==> config.mk <==
export PLATFORM = sky130hd
export DESIGN_NAME = m_ptw_dram_arb
export DESIGN_NICKNAME = d
export VERILOG_FILES = /design/src/rtl/m_ptw_dram_arb.sv
export SDC_FILE = /design/constraint.sdc
export NUM_CORES = 1
export LEC_CHECK = 0
export CAP_MARGIN = 20
export CORE_MARGIN = 5
export CORE_UTILIZATION = 46
export DETAILED_ROUTE_END_ITERATION = 10
export PLACE_DENSITY = 0.95
export SLEW_MARGIN = 15
export SYNTH_ARGS = -nofsm -noshare
export SYNTH_HDL_FRONTEND = slang
export SYNTH_SLANG_ARGS = --single-unit
==> constraint.sdc <==
create_clock -name CLK -period 3.8 [get_ports CLK]
set_clock_uncertainty 0.1 [all_clocks]
set_input_delay 0.38 -clock CLK [delete_from_list [all_inputs] [get_ports CLK]]
set_output_delay 0.38 -clock CLK [all_outputs]
set_load 0.1 [all_outputs]
==> src/rtl/m_ptw_dram_arb.sv <==
// Single-port DRAM arbiter between the page-table walker and the CPU.
// One transaction in flight; page-walk preferred, with a starvation guard for the CPU.
module m_ptw_dram_arb #(
  parameter int STARVE_LIMIT = 4
) (
  input  logic        CLK,
  input  logic        RST_X,

  input  logic        w_pw_req,
  input  logic        w_pw_we,
  input  logic [31:0] w_pw_addr,
  input  logic [31:0] w_pw_wdata,
  output logic        w_pw_done,
  output logic [31:0] w_pw_rdata,

  input  logic        w_cpu_req,
  input  logic        w_cpu_we,
  input  logic [31:0] w_cpu_addr,
  input  logic [31:0] w_cpu_wdata,
  output logic        w_cpu_done,
  output logic [31:0] w_cpu_rdata,

  output logic        w_dram_busy,
  output logic        w_dram_req,
  output logic        w_dram_we,
  output logic [31:0] w_dram_addr,
  output logic [31:0] w_dram_wdata,
  input  logic        w_dram_ack,
  input  logic        w_dram_rvalid,
  input  logic [31:0] w_dram_rdata
);

  localparam int CW = (STARVE_LIMIT < 1) ? 1 : $clog2(STARVE_LIMIT + 1);
  localparam logic [CW-1:0] LIMIT = CW'(STARVE_LIMIT);

  typedef enum logic [1:0] {
    S_IDLE  = 2'd0,
    S_ISSUE = 2'd1,
    S_WAIT  = 2'd2,
    S_DONE  = 2'd3
  } state_t;

  typedef enum logic {
    G_PW  = 1'b0,
    G_CPU = 1'b1
  } grant_t;

  state_t        state_q,     state_d;
  grant_t        grant_q,     grant_d;
  logic          we_q,        we_d;
  logic [31:0]   addr_q,      addr_d;
  logic [31:0]   wdata_q,     wdata_d;
  logic [CW-1:0] starve_q,    starve_d;
  logic [31:0]   pw_rdata_q,  pw_rdata_d;
  logic [31:0]   cpu_rdata_q, cpu_rdata_d;

  logic cpu_wins;
  logic capture;

  always_comb begin
    // NOTE: every signal written here gets a default first, so no path can infer a latch.
    state_d      = state_q;
    grant_d      = grant_q;
    we_d         = we_q;
    addr_d       = addr_q;
    wdata_d      = wdata_q;
    starve_d     = starve_q;
    pw_rdata_d   = pw_rdata_q;
    cpu_rdata_d  = cpu_rdata_q;
    cpu_wins     = 1'b0;
    capture      = 1'b0;

    w_dram_busy  = (state_q != S_IDLE);
    w_dram_req   = 1'b0;
    w_dram_we    = 1'b0;
    w_dram_addr  = '0;
    w_dram_wdata = '0;
    w_pw_done    = 1'b0;
    w_cpu_done   = 1'b0;

    case (state_q)
      S_IDLE: begin
        if (w_pw_req || w_cpu_req) begin
          // CPU only overtakes a waiting page walk once it has been starved long enough.
          cpu_wins = w_cpu_req && (!w_pw_req || (starve_q == LIMIT));
          if (cpu_wins) begin
            grant_d  = G_CPU;
            we_d     = w_cpu_we;
            addr_d   = w_cpu_addr;
            wdata_d  = w_cpu_wdata;
            starve_d = '0;
          end else begin
            grant_d  = G_PW;
            we_d     = w_pw_we;
            addr_d   = w_pw_addr;
            wdata_d  = w_pw_wdata;
            if (!w_cpu_req)            starve_d = '0;
            else if (starve_q != LIMIT) starve_d = starve_q + 1'b1;
          end
          state_d = S_ISSUE;
        end
      end

      S_ISSUE: begin
        w_dram_req   = 1'b1;
        w_dram_we    = we_q;
        w_dram_addr  = addr_q;
        w_dram_wdata = wdata_q;
        if (w_dram_ack) begin
          if (we_q) begin
            state_d = S_DONE;
          end else if (w_dram_rvalid) begin
            capture = 1'b1;
            state_d = S_DONE;
          end else begin
            state_d = S_WAIT;
          end
        end
      end

      S_WAIT: begin
        if (w_dram_rvalid) begin
          capture = 1'b1;
          state_d = S_DONE;
        end
      end

      S_DONE: begin
        w_pw_done  = (grant_q == G_PW);
        w_cpu_done = (grant_q == G_CPU);
        state_d    = S_IDLE;
      end

      default: state_d = S_IDLE;
    endcase

    if (capture) begin
      if (grant_q == G_PW) pw_rdata_d  = w_dram_rdata;
      else                 cpu_rdata_d = w_dram_rdata;
    end
  end

  assign w_pw_rdata  = pw_rdata_q;
  assign w_cpu_rdata = cpu_rdata_q;

  always_ff @(posedge CLK) begin
    // NOTE: sequential state uses non-blocking assignments so all registers update together.
    if (!RST_X) begin
      state_q     <= S_IDLE;
      grant_q     <= G_PW;
      we_q        <= 1'b0;
      addr_q      <= '0;
      wdata_q     <= '0;
      starve_q    <= '0;
      pw_rdata_q  <= '0;
      cpu_rdata_q <= '0;
    end else begin
      state_q     <= state_d;
      grant_q     <= grant_d;
      we_q        <= we_d;
      addr_q      <= addr_d;
      wdata_q     <= wdata_d;
      starve_q    <= starve_d;
      pw_rdata_q  <= pw_rdata_d;
      cpu_rdata_q <= cpu_rdata_d;
    end
  end

endmodule

==> flow_metrics.py <==
metrics = {
    "pwr": {
        "peakVddDrop_v": 0.000549,
        "p_leak_nw": 4.15,
        "p_per_area_mw_per_mm2": 688,
    },
    "timing": {
        "worstMarginPinSlew_ns": 1.09,
        "fin_ws_ns": 0.990,
        "slew_headroom": 0.273,
        "min_period_ns": 2.81,
        "setup_tns_ns": 0,
        "slew_violations": 0,
        "setup_viol": 0,
        "fmax_ghz": 0.356,
        "hold_viol_final": 0,
        "min_period_over_period": 0.739,
        "rsz0062_at_grt": "false",
    },
    "logic_synthesis": {
        "synth_xor_area_frac": 0,
        "synth-simple-area-share": 0.169,
        "syn_area_per_cell_um2": 9.04,
        "syn_nets": 917,
        "synth_area_mm2": 0.00672,
        "syn_inst": 743,
        "synth_fa_ha_area_frac": 0.0112,
        "post_synth_mux_area_share": 0.0954,
        "synth_compound_area_frac": 0.257,
        "yosysSeqAreaShare": 0.402,
        "yosysWarnings": 0,
        "synth.ff_latch_count": 135,
        "synth_top_family_by_area": "compound AO/OA/AOI/OAI gates",
        "synthDistinctLibCells": 33,
    },
    "critical_path": {
        "worst-path-max-fanout": 5,
        "reg2reg_setup_slack_ns": 1.38,
        "path_cells": "ha_1 > and2_1 > clkdlybuf4s50_1",
        "path_delay_family": "buffers and inverters",
        "crit_type": "reg2out",
        "worst_path_largest_cell_delay_ns": 1.14,
        "path_buf_inv": 1,
        "cp-start-kind": "flop",
        "required_ns": 3.32,
        "end_kind": "primary output",
        "cp.arrival_ns": 2.33,
        "slowest_stage": "clkdlybuf4s50_1",
    },
    "detailed_routing": {
        "final_antenna_net_count": 0,
        "drt_drc_violations_left": 0,
        "drt_iter0_drc": 382,
        "routed_wl_mm": 22.2,
        "routedWlPerCell_um": 18.6,
        "routed_via_density": 5.55,
        "num_vias": 6639,
        "firstDrtPassIters": 5,
    },
    "cells_and_area": {
        "area_growth_pct": 50.6,
        "layout-drive-gt1-share": 0.177,
        "finalNetCount": 1174,
        "antennaDiodeCount": 0,
    },
    "place": {
        "hpwl_mm": 15.2,
        "place_worst_setup_slack_ns": 1.41,
        "place.gp.congestion": 0.839,
        "portBuffers": 300,
    },
    "global_routing": {
        "track_usage": 0.249,
        "grt_max_degree": 115,
        "grt_pass1_wl_mm": 33.4,
        "grt.overflow.total": 0,
        "antenna_found_initial": 0,
        "grt_pass1_vias": 6511,
    },
    "floorplan": {
        "start_util": 0.466,
        "rows": 44,
        "die_h_um": 131,
        "io_pins": 301,
        "coreArea_mm2": 0.0144,
        "dieArea_mm2": 0.0171,
        "die_width_um": 131,
    },
    "run_status": {
        "outcome": "finished, final reports clean",
    },
    "clock_tree": {
        "root_buffer": "clkbuf_16",
        "postCtsSetupRepairBufs": 0,
        "clockBufferDepth": 2,
        "cts_resized": 0,
        "clock_sinks": 135,
        "clk_pin_slew_ns": 0.06,
        "htreeDepth": 4,
        "ctsHoldBuffers": 0,
        "numCtsBuffers": 17,
        "insertion_delay_ns": 0.41,
        "cts_tree": "yes",
    },
    "min_path": {
        "hp-class": "in2reg",
    },
    "job": {
        "drv_cap": 0,
    },
}
## worst min-delay path, stage by stage
cell and delay, ns:
buf_2 0.18, nand4_1 0.12, a21oi_1 0.06
## report_power, final
part / internal (mW) / total, mW / switching [mW]
logic: 0.933 / 3.42 / 2.48
registers: 1.72 / 1.86 / 0.145
clock network: 1.00 / 1.68 / 0.679
## cells in the final DEF, fill, tap and decap left out, drive strengths merged, types with 2 or more instances in the layout
master / Yosys / layout
buf: 27 / 82
a211oi: 130 / 130
o21a: 2 / 2
nor2: 66 / 66
o21ai: 67 / 67
dfxtp: 135 / 135
bufinv: 0 / 2
mux2i: 64 / 64
nand2: 100 / 100
clkinv: 0 / 3
inv: 7 / 14
ha: 6 / 6
nor2b: 4 / 4
clkinvlp: 0 / 2
nor4b: 2 / 2
a21oi: 3 / 3
clkdlybuf4s50: 0 / 231
clkbuf: 48 / 18
o2111ai: 2 / 2
nand4: 3 / 3
and2: 67 / 67
## path summary, 6_finish.rpt
| check | startpoint | to | depth (start not counted) |
|---|---|---|---|
| max | state_q[1] | w_cpu_done | 3 |
| min | w_cpu_req | starve_q[1] | 3 |
| max reg2reg | state_q[1] | w_cpu_rdata[27] | 6 |
| min reg2reg | w_pw_rdata[15] | w_pw_rdata[15] | 2 |
## cell usage after synthesis (all sizes together)
cell type    n  area (µm²)
o2111ai      2        30.0
a21boi       1        7.51
dfxtp      135        2700
and2        67         422
a32oi        1        8.76
ha           6        75.1
nand4        3        18.8
nand4b       1        8.76
nor2        66         248
o31a         1        8.76
a31oi        1        6.26
clkbuf      48         180
nor4b        2        17.5
buf         27         231
nor2b        4        25.0
nand2      100         375
or3          1        6.26
and3b        1        8.76
a21oi        3        15.0
o21ai       67         347
a21bo        1        10.0
mux2i       64         641
a211oi     130        1270
nor3b        1        7.51
inv          7        26.3
o21a         2        15.0
o32ai        1        8.76
## per-stage QoR
step | cells | total power [mW] | instance area [µm²] | utilization | hold WS, ns
after CTS | 1197 | 6.99 | 10100 | 0.701 | 0.270
final | 1197 | 6.96 | 10100 | 0.701 | 0.284
after floorplan | 743 | 4.50 | 6720 | - | 0.349
after detailed placement | 1165 | 5.29 | 9510 | 0.659 | 0.350
after global routing | 1197 | 7.27 | 10100 | 0.701 | 0.278
after global placement | 1165 | 5.23 | 9510 | 0.659 | 0.344
## routing by layer
| metal | vias to the layer above | track usage | share of wire |
|---|---|---|---|
| met1 | 3164 | 0.284 | 0.38 |
| met3 | 42 | 0.0931 | 0.096 |
| met2 | 305 | 0.430 | 0.49 |
| li1 | 3128 | - | - |
| met5 | - | 0 | 0 |
| met4 | 0 | 0.0859 | 0.030 |
## state kept, by name, summed over array words and instances (netlist names)
signal       flops
wdata_q         32
state_q          2
addr_q          32
starve_q         3
grant_q          1
w_pw_rdata      32
we_q             1
w_cpu_rdata     32
## cell type report
cell class | count | area, µm²
Fill cell | 1036 | 4310
Multi-Input combinational cell | 526 | 3600
Timing Repair Buffer | 313 | 2950
Sequential cell | 135 | 2700
Clock buffer | 18 | 439
Tap cell | 184 | 230
Clock inverter | 14 | 163
Inverter | 7 | 26.3
## kinds of logic after synthesis
logic type,Yosys count
compound gates,210
mux,64
flops,135
simple gates,246
buf+inv,82
fa+ha+maj,6
(Power assumes the default switching activity.)
